<file path="src/rtl/micro_seq_pkg.sv">
// Shared encodings for the picoRISC microprogram sequencer: branch types,
// fault causes and FSM states.
package micro_seq_pkg;

    typedef enum logic [2:0] {
        BR_SEQ  = 3'd0,
        BR_JMP  = 3'd1,
        BR_BRC  = 3'd2,
        BR_BRNC = 3'd3,
        BR_DISP = 3'd4,
        BR_CALL = 3'd5,
        BR_RET  = 3'd6,
        BR_WAIT = 3'd7
    } br_t;

    typedef enum logic [1:0] {
        FC_NONE      = 2'b00,
        FC_OVERFLOW  = 2'b01,
        FC_UNDERFLOW = 2'b10,
        FC_DISP_MISS = 2'b11
    } fault_cause_t;

    typedef enum logic [1:0] {
        ST_RUN     = 2'd0,
        ST_WAITING = 2'd1,
        ST_FAULT   = 2'd2
    } state_t;

endpackage

</file>
<file path="src/rtl/micro_sequencer_if.sv">
// Bundle between the microinstruction/decoder side and the sequencer.
interface micro_sequencer_if #(
    parameter int AW = 8,
    parameter int NC = 16,
    parameter int SD = 4
);
    logic [2:0]            br_type;
    logic [AW-1:0]         br_target;
    logic [$clog2(NC)-1:0] cond_sel;
    logic [NC-1:0]         cond;
    logic [AW-1:0]         disp_addr;
    logic                  disp_valid;
    logic                  stall;
    logic [AW-1:0]         mpc;
    logic                  waiting;
    logic                  fault;
    logic [1:0]            fault_cause;
    logic [$clog2(SD):0]   sp;

    modport master (
        output br_type, br_target, cond_sel, cond, disp_addr, disp_valid, stall,
        input  mpc, waiting, fault, fault_cause, sp
    );

    modport slave (
        input  br_type, br_target, cond_sel, cond, disp_addr, disp_valid, stall,
        output mpc, waiting, fault, fault_cause, sp
    );
endinterface

</file>
<file path="src/rtl/micro_ret_stack.sv">
// SD-deep LIFO of micro return addresses. Push/pop are assumed pre-gated by
// the sequencer; overflow/underflow requests are simply ignored here.
module micro_ret_stack #(
    parameter int AW = 8,
    parameter int SD = 4
) (
    input  logic                clk,
    input  logic                rst_n,
    input  logic                push,
    input  logic                pop,
    input  logic [AW-1:0]       push_data,
    output logic [AW-1:0]       top,
    output logic                full,
    output logic                empty,
    output logic [$clog2(SD):0] sp
);
    localparam int SPW = $clog2(SD) + 1;
    localparam int IW  = (SD > 1) ? $clog2(SD) : 1;

    logic [AW-1:0]  mem [SD];
    logic [SPW-1:0] cnt;

    assign full  = (cnt == SPW'(SD));
    assign empty = (cnt == '0);
    assign sp    = cnt;
    assign top   = mem[IW'(cnt - SPW'(1))];

    always_ff @(posedge clk) begin
        if (!rst_n) begin
            cnt <= '0;
        end else if (push && !full) begin
            cnt <= cnt + SPW'(1);
        end else if (pop && !empty) begin
            cnt <= cnt - SPW'(1);
        end
    end

    // Storage is not reset; only the occupancy count defines validity.
    always_ff @(posedge clk) begin
        if (rst_n && push && !full) begin
            mem[IW'(cnt)] <= push_data;
        end
    end

endmodule

</file>
<file path="src/rtl/micro_sequencer.sv">
// Micro-program counter and next-address logic for the picoRISC control unit.
// The control ROM is read asynchronously at mpc; the next mpc is registered.
module micro_sequencer
    import micro_seq_pkg::*;
#(
    parameter int            AW         = 8,
    parameter int            NC         = 16,
    parameter int            SD         = 4,
    parameter logic [AW-1:0] FAULT_ADDR = AW'(255)
) (
    input  logic               clk,
    input  logic               rst_n,
    micro_sequencer_if.slave   bus
);
    localparam int CW = $clog2(NC);

    state_t       state_q, state_n;
    fault_cause_t cause_q, cause_n;
    logic [AW-1:0] mpc_q, mpc_n, mpc_inc;
    logic [CW-1:0] wsel_q, wsel_n;

    logic          push, pop, push_en, pop_en;
    logic [AW-1:0] stk_top;
    logic          stk_full, stk_empty;

    assign mpc_inc = mpc_q + AW'(1);
    assign push_en = push && !bus.stall;
    assign pop_en  = pop && !bus.stall;

    micro_ret_stack #(.AW(AW), .SD(SD)) u_stack (
        .clk       (clk),
        .rst_n     (rst_n),
        .push      (push_en),
        .pop       (pop_en),
        .push_data (mpc_inc),
        .top       (stk_top),
        .full      (stk_full),
        .empty     (stk_empty),
        .sp        (bus.sp)
    );

    always_ff @(posedge clk) begin
        if (!rst_n) begin
            state_q <= ST_RUN;
            cause_q <= FC_NONE;
            mpc_q   <= '0;
            wsel_q  <= '0;
        end else if (!bus.stall) begin
            state_q <= state_n;
            cause_q <= cause_n;
            mpc_q   <= mpc_n;
            wsel_q  <= wsel_n;
        end
    end

    always_comb begin
        state_n = state_q;
        cause_n = cause_q;
        mpc_n   = mpc_q;
        wsel_n  = wsel_q;
        push    = 1'b0;
        pop     = 1'b0;
        unique case (state_q)
            ST_RUN: begin
                unique case (br_t'(bus.br_type))
                    BR_SEQ:  mpc_n = mpc_inc;
                    BR_JMP:  mpc_n = bus.br_target;
                    BR_BRC:  mpc_n = bus.cond[bus.cond_sel] ? bus.br_target : mpc_inc;
                    BR_BRNC: mpc_n = bus.cond[bus.cond_sel] ? mpc_inc : bus.br_target;
                    BR_DISP: begin
                        if (bus.disp_valid) begin
                            mpc_n = bus.disp_addr;
                        end else begin
                            state_n = ST_FAULT;
                            cause_n = FC_DISP_MISS;
                            mpc_n   = FAULT_ADDR;
                        end
                    end
                    BR_CALL: begin
                        if (stk_full) begin
                            state_n = ST_FAULT;
                            cause_n = FC_OVERFLOW;
                            mpc_n   = FAULT_ADDR;
                        end else begin
                            push  = 1'b1;
                            mpc_n = bus.br_target;
                        end
                    end
                    BR_RET: begin
                        if (stk_empty) begin
                            state_n = ST_FAULT;
                            cause_n = FC_UNDERFLOW;
                            mpc_n   = FAULT_ADDR;
                        end else begin
                            pop   = 1'b1;
                            mpc_n = stk_top;
                        end
                    end
                    BR_WAIT: begin
                        if (bus.cond[bus.cond_sel]) begin
                            mpc_n = mpc_inc;
                        end else begin
                            state_n = ST_WAITING;
                            wsel_n  = bus.cond_sel;
                        end
                    end
                    default: mpc_n = mpc_inc;
                endcase
            end
            ST_WAITING: begin
                // Only the select latched on entry matters; live fields are ignored.
                if (bus.cond[wsel_q]) begin
                    mpc_n   = mpc_inc;
                    state_n = ST_RUN;
                end
            end
            ST_FAULT: mpc_n = FAULT_ADDR;
            default: begin
                state_n = ST_FAULT;
                mpc_n   = FAULT_ADDR;
            end
        endcase
    end

    assign bus.mpc         = mpc_q;
    assign bus.waiting     = (state_q == ST_WAITING);
    assign bus.fault       = (state_q == ST_FAULT);
    assign bus.fault_cause = cause_q;

endmodule

</file>
<file path="src/flat_wrapper.sv">
// flat-port wrapper written by rule: the top's interface ports become plain ports
module micro_sequencer_flat import micro_seq_pkg::*;
#(
    parameter int            AW         = 8,
    parameter int            NC         = 16,
    parameter int            SD         = 4,
    parameter logic [AW-1:0] FAULT_ADDR = AW'(255)
)
  (clk, rst_n, bus_br_type, bus_br_target, bus_cond_sel, bus_cond, bus_disp_addr, bus_disp_valid, bus_stall, bus_mpc, bus_waiting, bus_fault, bus_fault_cause, bus_sp);
  micro_sequencer_if #(.AW(AW), .NC(NC), .SD(SD)) bus_i ();
  input  logic clk;
  input  logic rst_n;
  input wire logic [$bits(bus_i.br_type)-1:0] bus_br_type;
  input wire logic [$bits(bus_i.br_target)-1:0] bus_br_target;
  input wire logic [$bits(bus_i.cond_sel)-1:0] bus_cond_sel;
  input wire logic [$bits(bus_i.cond)-1:0] bus_cond;
  input wire logic [$bits(bus_i.disp_addr)-1:0] bus_disp_addr;
  input wire logic [$bits(bus_i.disp_valid)-1:0] bus_disp_valid;
  input wire logic [$bits(bus_i.stall)-1:0] bus_stall;
  output wire logic [$bits(bus_i.mpc)-1:0] bus_mpc;
  output wire logic [$bits(bus_i.waiting)-1:0] bus_waiting;
  output wire logic [$bits(bus_i.fault)-1:0] bus_fault;
  output wire logic [$bits(bus_i.fault_cause)-1:0] bus_fault_cause;
  output wire logic [$bits(bus_i.sp)-1:0] bus_sp;
  assign bus_i.br_type = bus_br_type;
  assign bus_i.br_target = bus_br_target;
  assign bus_i.cond_sel = bus_cond_sel;
  assign bus_i.cond = bus_cond;
  assign bus_i.disp_addr = bus_disp_addr;
  assign bus_i.disp_valid = bus_disp_valid;
  assign bus_i.stall = bus_stall;
  assign bus_mpc = bus_i.mpc;
  assign bus_waiting = bus_i.waiting;
  assign bus_fault = bus_i.fault;
  assign bus_fault_cause = bus_i.fault_cause;
  assign bus_sp = bus_i.sp;
  micro_sequencer #(.AW(AW), .NC(NC), .SD(SD), .FAULT_ADDR(FAULT_ADDR)) u_core (.clk(clk), .rst_n(rst_n), .bus(bus_i));
endmodule
</file>
<file path="config.mk">
export PLATFORM = sky130hd
export DESIGN_NAME = micro_sequencer_flat
export DESIGN_NICKNAME = d
export VERILOG_FILES = /design/src/rtl/micro_seq_pkg.sv /design/src/rtl/micro_sequencer_if.sv /design/src/rtl/micro_ret_stack.sv /design/src/rtl/micro_sequencer.sv /design/src/flat_wrapper.sv
export SDC_FILE = /design/constraint.sdc
export NUM_CORES = 1
export LEC_CHECK = 0
export BUFFER_PORTS_ARGS = -buffer_cell sky130_fd_sc_hd__buf_2
export CAP_MARGIN = 15
export CORE_UTILIZATION = 60
export DETAILED_ROUTE_END_ITERATION = 8
export PLACE_DENSITY = 0.93
export SETUP_SLACK_MARGIN = 0.02
export SYNTH_ARGS = -nofsm -noshare
export SYNTH_HDL_FRONTEND = slang
export SYNTH_HIERARCHICAL = 1
export SYNTH_SLANG_ARGS = --single-unit
</file>
<file path="constraint.sdc">
create_clock -name clk -period 5.2 [get_ports clk]
set_input_delay 0.26 -clock clk [delete_from_list [all_inputs] [get_ports clk]]
set_output_delay 0.26 -clock clk [all_outputs]
set_load 0.005 [all_outputs]
</file>
==> results of run 1 <==
[path summary, 6_finish.rpt]
kind	from	to	slack, ns
max reg2reg	u_core/u_stack/sp[0]	u_core/bus.mpc[0]	2.09
min	bus_cond_sel[3]	u_core/wsel_q[3]	0.23
max	u_core/u_stack/sp[0]	u_core/bus.mpc[0]	2.09
min reg2reg	u_core/bus.fault_cause[1]	u_core/bus.fault_cause[1]	0.48
[sequential cells by signal (all words and copies together), names as in the netlist]
signal and flops:
u_core/bus.fault_cause 2, u_core/bus.mpc 8, u_core/state_q 2, u_core/u_stack/mem 32
u_core/u_stack/sp 3, u_core/wsel_q 4
[critical path: stages, from the launching register on]
cell	delay, ns
dfxtp_1	0.78
inv_1	0.19
ha_1	0.57
mux4_2	0.35
nor2_1	0.10
nor2_1	0.05
a2111oi_0	0.46
o31ai_1	0.17
a21oi_1	0.18
a31oi_1	0.09
[layer usage]
| layer | up-vias | share of wire | global-route usage |
|---|---|---|---|
| met5 | - | 0 | 0 |
| met4 | 0 | 0.029 | 0.113 |
| li1 | 1140 | - | - |
| met1 | 1211 | 0.40 | 0.451 |
| met3 | 31 | 0.12 | 0.0773 |
| met2 | 196 | 0.44 | 0.444 |
[synth_stat cells (5+ instances only)]
cell type,n
edfxtp_1,32
mux4_2,13
nand3b_1,5
nor2b_1,6
clkbuf_1,8
nand2_1,15
o21ai_0,19
nor2_1,15
o22ai_1,5
a21oi_1,11
dfxtp_1,19
inv_1,16
nand3_1,8
o211ai_1,10
ha_1,7
or3_1,5
[layout by cell type, fill, tap and decap left out, drive strengths merged, types with 4 or more instances in the layout]
master / instances
buf: 57
edfxtp: 32
o21ai: 19
dfxtp: 19
inv: 17
mux4: 17
nand2: 16
nor2: 15
a21oi: 11
o211ai: 10
nand3: 8
ha: 7
and3: 7
nor2b: 6
and2: 6
clkbuf: 5
nand3b: 5
or3: 5
o22ai: 5
xnor2: 5
nor3: 5
nand2b: 4
a31oi: 4
a211oi: 4
a221oi: 4
mux2i: 4
[through the flow]
step	power, mW	cell area, sq um	hold slack, ns	worst slack, ns
final	0.834	3390	0.234	2.09
after floorplan	0.557	3020	0.407	2.76
after global placement	0.606	3300	0.468	2.36
after global routing	0.865	3390	0.243	1.84
after detailed placement	0.611	3300	0.469	2.12
after CTS	0.829	3390	0.239	2.11
[cell type report]
cell class	instances	area share
Clock buffer	5	0.0203
Timing Repair Buffer	57	0.0842
Tap cell	67	0.0248
Sequential cell	51	0.396
Multi-Input combinational cell	189	0.452
Clock inverter	3	0.00517
Inverter	16	0.0177
[power groups by stage]
stage          clock network [mW]  registers, mW  logic, mW
3_3_place_gp                    0          0.465      0.141
5_1_grt                     0.244          0.460      0.162
4_1_cts                     0.225          0.457      0.147
2_1_floorplan                   0          0.462     0.0950
3_5_place_dp                    0          0.466      0.145
6_report                    0.225          0.457      0.151
[logic make-up (layout without fill, tap and decap cells)]
kind of cell / after synthesis / in the layout
xor+xnor: 7 / 7
flops: 51 / 51
buf+inv: 31 / 81
compound gates: 73 / 73
mux: 21 / 21
fa+ha+maj: 7 / 7
simple gates: 81 / 81
==> impl_metrics.json, run 1 <==
{
  "dp_hpwl_mm": 5.60,
  "drt-initial-drc-count": 427,
  "grt_pass1_wl_mm": 11.9,
  "power_density_nw_per_um2": 246,
  "fmax_mhz": 321,
  "tns_ns": 0,
  "synth_adder_area_share": 0.0290,
  "synth_edf_count": 32,
  "final_cells": 388,
  "syn-cell-area_sq_um": 3020,
  "grt_usage": 0.307,
  "fp.dieW_microns": 72.9,
  "port_buffers": 57,
  "final_util": 0.708,
  "tightest_slew_ns": 1.16,
  "io_pins": 58,
  "fin_crit_sh": 0.599,
  "grt_max_degree": 25,
  "postCtsSetupBuffers": 0,
  "run_status": "completed",
  "nFillCells": 334,
  "die_area_sq_um": 5320,
  "clockPowerShare": 0.270,
  "yosys_register_bits": 51,
  "synth.distinct_cells": 53,
  "synth_top_cell_by_area": "edfxtp_1",
  "cts_resized": 0,
  "p_comb_frac": 0.181,
  "p_leak_nw": 1.28,
  "hold_viol": 0,
  "synthSimpleGateAreaFrac": 0.146,
  "drc": 0,
  "power_switching_mw": 0.232,
  "grt-ovfl-total": 0,
  "synth_area_per_cell_sq_um": 11.1,
  "cts.sinks": 51,
  "synth_compound_area_frac": 0.161,
  "synth_fp_nets": 321,
  "cts_tree": "built",
  "ys_seq_area_frac": 0.445,
  "start_util": 0.630,
  "syn_inst": 271,
  "ctsHoldBuffers": 0,
  "syn2layout_area_growth_pct": 12.3,
  "synth_xor_area_frac": 0.0265,
  "postRouteAntennaNets": 0,
  "crit_path_end_kind": "flip-flop",
  "path_class": "flip-flop to flip-flop",
  "vias": 2578,
  "htreeDepth": 2,
  "start_kind": "flip-flop",
  "wire_per_inst_microns": 19.6,
  "maxCapViolCount": 0,
  "setup_viol": 0,
  "globalplace.congestion": 0.914,
  "skew_ns": 0.00559,
  "yosys_warnings": 6,
  "crit_arrival_ns": 3.26,
  "rsz0062_at_grt": "false",
  "cts_buffers": 5,
  "grt_antenna_before_repair": 0,
  "cp_max_fo": 14,
  "rr_worst_depth": 9,
  "switching_share": 0.278,
  "synth_top_family_by_area": "compound AO/OA/AOI/OAI gates",
  "synth_ff_type": "edfxtp_1",
  "hold_path.class": "primary input to flip-flop",
  "synthArstFlopShare": 0,
  "cts_buffer_depth": 2,
  "dp_cells": 380,
  "fp.dieH_microns": 72.9,
  "ir_drop_mv": 0.160,
  "grt_pass1_vias": 2283,
  "cts-root-buf": "clkbuf_8",
  "cp.required_ns": 5.35,
  "antenna_cells": 0,
  "power_frac_seq": 0.549,
  "nNetsFinal": 370,
  "power.internal_mw": 0.602,
  "rows": 25,
  "slew_headroom": 0.226,
  "firstDrtPassIters": 5,
  "drv_slew": 0,
  "core_sq_um": 4790,
  "muxShareOfSynthArea": 0.145,
  "min_period_ns": 3.11,
  "synthTopCellsByArea": "edfxtp_1, dfxtp_1, mux4_2",
  "drt_wl_total_mm": 7.61,
  "clkTransAtPathRegs_ns": 0.09,
  "seq_area_sq_um": 1340,
  "multi_input_area_sq_um": 1530,
  "vias_per_cell": 6.64,
  "min_path_cells": 3,
  "clk-insertion-delay-late_ns": 0.30,
  "yosys.area.top_type_share": 0.319,
  "drive_gt1_frac": 0.274
}
(Power assumes the default switching activity.)
==> run 2, diff against run 1 <==
CORE_UTILIZATION = 50   (was 60)
PLACE_DENSITY = 0.83   (was 0.93)
clock period = 2.5 ns   (was 5.2 ns; I/O delays follow)
==> run 2 against run 1 <==
  * Sequential share of layout area shrank 0.80 points
  * Fmax grew 28%
  * Clock power grew 130%
  * Die area grew 19%
  * Setup slack lost 2.0 ns
  * Global-route usage shrank 5.1 points
  * Utilization shrank 9.9 points
  * Clock skew grew 0.0047 ns
  * Largest cell class unchanged
==> impl_metrics.json, run 2 (synthesis results as in run 1) <==
{
  "worstPathCellList": "inv_1 -> ha_1 -> and2_2 -> o21ai_0 -> o21ai_0 -> a2111oi_1 -> o31ai_1 -> a21oi_1 -> a31oi_1",
  "htreeDepth": 2,
  "ctsHoldBuffers": 0,
  "post-route-cell-area_sq_um": 3460,
  "final_common_cell": "buf_2",
  "grt-ovfl-total": 0,
  "io_pins": 58,
  "grt_max_degree": 25,
  "grt_antenna_before_repair": 0,
  "dp_hpwl_mm": 5.55,
  "port_buffers": 57,
  "seq_area_sq_um": 1340,
  "crit_path_end_kind": "flip-flop",
  "drive_gt1_frac": 0.293,
  "grt_pass1_vias": 2392,
  "drv_slew": 0,
  "syn2layout_area_growth_pct": 14.6,
  "firstDrtPassIters": 5,
  "power_density_nw_per_um2": 514,
  "drc": 0,
  "start_util": 0.532,
  "regMostFlops": "u_core/u_stack/mem",
  "path_class": "flip-flop to flip-flop",
  "run_status": "completed",
  "globalplace.congestion": 0.900,
  "hold_path.class": "primary input to flip-flop",
  "cts.sinks": 51,
  "largest_reg_flops": 32,
  "setup_viol": 0,
  "grt_usage": 0.256,
  "skew_ns": 0.0103,
  "nFillCells": 475,
  "fp.dieW_microns": 79.7,
  "postRouteAntennaNets": 0,
  "tightest_slew_ns": 0.578,
  "clkTransAtPathRegs_ns": 0.10,
  "die_area_sq_um": 6350,
  "fin_crit_sh": 0.973,
  "core_sq_um": 5680,
  "final_cells": 400,
  "grt_pass1_wl_mm": 12.2,
  "drt-initial-drc-count": 278,
  "place_area_sq_um": 3360,
  "fmax_mhz": 411,
  "nNetsFinal": 377,
  "vias_per_cell": 6.28,
  "dp_slack_ns": 0.0873,
  "crit_path_top_delay_cell": "a2111oi_1",
  "ir_drop_mv": 0.327,
  "vias": 2510,
  "cts_tree": "built",
  "slew_headroom": 0.613,
  "cts_buffer_depth": 2,
  "mostFrequentLayoutCells": "buf_2, edfxtp_1, o21ai_0, dfxtp_1, inv_1",
  "rows": 27,
  "cts-root-buf": "clkbuf_8",
  "cts_buffers": 5,
  "multi_input_area_sq_um": 1530,
  "min_period_ns": 2.43,
  "antenna_cells": 0,
  "cp.required_ns": 2.69,
  "wire_per_inst_microns": 18.9,
  "cp_slowest_stage_delay_ns": 0.62,
  "dp_cells": 392,
  "final_util": 0.609,
  "hold_viol": 0,
  "start_kind": "flip-flop",
  "setup_slack_ns": 0.0681,
  "cp_max_fo": 4,
  "crit_arrival_ns": 2.63,
  "p_leak_nw": 1.32,
  "maxCapViolCount": 0,
  "drt_wl_total_mm": 7.55,
  "crit_top_cell": "o21ai_0",
  "clk-insertion-delay-late_ns": 0.31,
  "fp.dieH_microns": 79.7
}
-- run 2: what timing repair did --
action / 4_1_cts / 5_1_grt
endpoints found under the setup margin: 0 / 1
setup buffers: 0 / 0
gates resized for setup: 0 / 1
-- run 2: path summary, 6_finish.rpt --
| kind | start | cells past startpoint | to | slack (ns) |
|---|---|---|---|---|
| setup / recovery | u_core/u_stack/sp[1] | 9 | u_core/bus.mpc[0] | 0.07 |
| hold / removal | bus_cond_sel[1] | 3 | u_core/wsel_q[1] | 0.1 |
| setup reg to reg | u_core/u_stack/sp[1] | 9 | u_core/bus.mpc[0] | 0.07 |
| hold reg to reg | u_core/bus.fault_cause[1] | 2 | u_core/bus.fault_cause[1] | 0.51 |
-- run 2: layout make-up --
type                       instances  share of cell area
timing repair buffer              64              0.0977
clock buffer                       5              0.0199
tap                               72              0.0261
clock inverter                     3             0.00796
sequential                        51               0.388
inverter                          16              0.0174
multi-input combinational        189               0.443
-- run 2: per-layer routing --
| layer | GRT usage | part of all wire | up-vias | wire [microns] |
|---|---|---|---|---|
| met5 | 0 | 0 | - | 0 |
| met4 | 0.0782 | 0.016 | 0 | 122 |
| met3 | 0.0514 | 0.078 | 12 | 586 |
| met2 | 0.401 | 0.47 | 134 | 3520 |
| met1 | 0.359 | 0.44 | 1209 | 3310 |
| li1 | - | - | 1155 | - |
-- run 2: worst max-delay path: cells and delay by family, from the launching register on --
kind                       cells  cell delay [ns]
AOI/OAI and AO/OA              6             1.36
adders and majority gates      1             0.22
buffers and inverters          1             0.11
DFF                            1             0.40
and+or+nand+nor                1             0.22
-- run 2: metrics by stage --
stage          power, mW  hold slack [ns]  setup TNS [ns]
2_1_floorplan       1.16            0.272               0
3_3_place_gp        1.26            0.404               0
3_5_place_dp        1.27            0.424               0
4_1_cts             1.78           0.0948               0
5_1_grt             1.86           0.0970         -0.0686
6_report            1.78           0.0972               0
-- run 2: power breakdown --
part | internal, mW | switching, mW | leakage (nW)
Clock | 0.208 | 0.302 | 0.0467
Combinational | 0.139 | 0.182 | 0.823
Sequential | 0.922 | 0.0224 | 0.447
==> run 3, diff against run 2 <==
CELL_PAD_IN_SITES_DETAIL_PLACEMENT = 0   (was not set)
CELL_PAD_IN_SITES_GLOBAL_PLACEMENT = 1   (was not set)
CORE_UTILIZATION = 39   (was 50)
==> run 3 against run 2 <==
  * Die area increased by 27%
  * Utilization down 13 points
  * Register-to-register slack gained 0.16 ns
  * Hold slack worse by 0.021 ns
  * Sequential power is essentially flat
  * Sequential share of layout area decreased by 0.51 points
  * Critical endpoint is now u_core/bus.mpc[7]
==> impl_metrics.json, run 3 (synthesis results as in run 1) <==
{
  "power_switching_mw": 0.516,
  "power.internal_mw": 1.27,
  "slew_headroom": 0.549,
  "drive_gt1_frac": 0.302,
  "tns_ns": 0,
  "grt_usage": 0.195,
  "holdCritStartpoint": "bus_cond_sel[3]",
  "grt_pass1_wl_mm": 12.2,
  "grt-ovfl-total": 0,
  "cp_slowest_stage_delay_ns": 0.43,
  "r2r-start": "u_core/u_stack/sp[1]",
  "cts.sinks": 51,
  "fp.dieW_microns": 90.0,
  "clkTransAtPathRegs_ns": 0.10,
  "r2r_setup_slack_ns": 0.23,
  "setup_slack_ns": 0.226,
  "syn2layout_area_growth_pct": 16.1,
  "mostFrequentLayoutCells": "buf_2, edfxtp_1, o21ai_0, dfxtp_1, inv_1",
  "port_buffers": 57,
  "clockPowerShare": 0.290,
  "p_leak_nw": 1.32,
  "wire_per_inst_microns": 18.1,
  "crit_path_top_delay_cell": "ha_2",
  "drt-initial-drc-count": 220,
  "core_sq_um": 7370,
  "min_period_ns": 2.27,
  "io_pins": 58,
  "regMostFlops": "u_core/u_stack/mem",
  "largest_reg_flops": 32,
  "run_status": "completed",
  "hold_slack_ns": 0.0765,
  "final_common_cell": "buf_2",
  "cp.required_ns": 2.68,
  "cts-root-buf": "clkbuf_8",
  "p_comb_frac": 0.180,
  "clk-insertion-delay-late_ns": 0.32,
  "htreeDepth": 2,
  "firstDrtPassIters": 4,
  "cp_max_fo": 6,
  "antenna_cells": 0,
  "start_util": 0.409,
  "rsz0062_at_grt": "false",
  "vias": 2468,
  "drt_wl_total_mm": 7.74,
  "path_class": "flip-flop to flip-flop",
  "rows": 31,
  "maxCapViolCount": 0,
  "hold_viol": 0,
  "grt_pass1_vias": 2365,
  "tightest_slew_ns": 0.677,
  "nNetsFinal": 377,
  "setup_viol": 0,
  "vias_per_cell": 5.78,
  "globalplace.congestion": 0.856,
  "gr-usage-met2": 0.320,
  "skew_ns": 0.00699,
  "dp_slack_ns": 0.0648,
  "drv_slew": 0,
  "power_frac_seq": 0.530,
  "ir_drop_mv": 0.273,
  "cts_tree": "built",
  "dp_hpwl_mm": 5.76,
  "switching_share": 0.289,
  "grt_max_degree": 25,
  "power_density_nw_per_um2": 510,
  "seq_area_sq_um": 1340,
  "fmax_mhz": 440,
  "cts_buffer_depth": 2,
  "postRouteAntennaNets": 0,
  "grt_antenna_before_repair": 0,
  "worstSetupStartpoint": "u_core/u_stack/sp[1]",
  "multi_input_area_sq_um": 1540,
  "global_route.usage.met3": 0.0398,
  "start_kind": "flip-flop",
  "fin_crit_sh": 0.909,
  "crit_path_end_kind": "flip-flop",
  "worstPathCellList": "inv_1 -> ha_2 -> buf_4 -> mux4_2 -> o21ai_0 -> nand3_1 -> a221oi_1 -> o22ai_1",
  "nFillCells": 694,
  "crit_arrival_ns": 2.45,
  "fp.dieH_microns": 90.0,
  "busiest_layer": "met2",
  "drc": 0,
  "final_util": 0.475,
  "die_area_sq_um": 8090,
  "postCtsSetupBuffers": 0,
  "cts_buffers": 5,
  "use_met1": 0.262,
  "hold_path.class": "primary input to flip-flop"
}
-- run 3: repair_timing --
item | in CTS | in global routing
gates resized for setup | 0 | 4
endpoints found under the setup margin | 0 | 8
hold buffers | 0 | 0
-- run 3: layer usage --
| metal | part of all wire | up-vias |
|---|---|---|
| met5 | 0 | - |
| met4 | 0.014 | 0 |
| met3 | 0.052 | 9 |
| met2 | 0.48 | 86 |
| met1 | 0.45 | 1223 |
| li1 | - | 1150 |
-- run 3: path summary, 6_finish.rpt --
check,to,cells past startpoint
max reg2reg,u_core/bus.mpc[7],8
min reg2reg,u_core/bus.fault_cause[1],2
min,u_core/wsel_q[3],3
max,u_core/bus.mpc[7],8
-- run 3: final cells by class --
class | count | area share
inverter | 16 | 0.0171
multi-input combinational | 189 | 0.440
timing repair buffer | 64 | 0.0964
tap | 99 | 0.0354
clock inverter | 3 | 0.00821
sequential | 51 | 0.383
clock buffer | 5 | 0.0196
-- run 3: power groups by stage --
stage          sequential, mW  clock, mW  combinational [mW]
4_1_cts                 0.947      0.527               0.315
3_5_place_dp            0.966          0               0.312
2_1_floorplan           0.961          0               0.198
6_report                0.947      0.517               0.322
5_1_grt                 0.951      0.554               0.348
3_3_place_gp            0.965          0               0.308
-- run 3: critical path: cells and delay by family, from the launching register on --
kind / cells / cell delay, ns
muxes: 1 / 0.30
AOI/OAI and AO/OA: 3 / 0.60
adders and majority gates: 1 / 0.43
and+or+nand+nor: 1 / 0.14
DFF: 1 / 0.39
buffers and inverters: 2 / 0.29
-- run 3: through the flow --
step	power, mW	area, sq um	std cells
6_report	1.79	3500	427
5_1_grt	1.85	3500	427
4_1_cts	1.79	3490	427
3_5_place_dp	1.28	3390	419
3_3_place_gp	1.27	3390	419
2_1_floorplan	1.16	3020	271
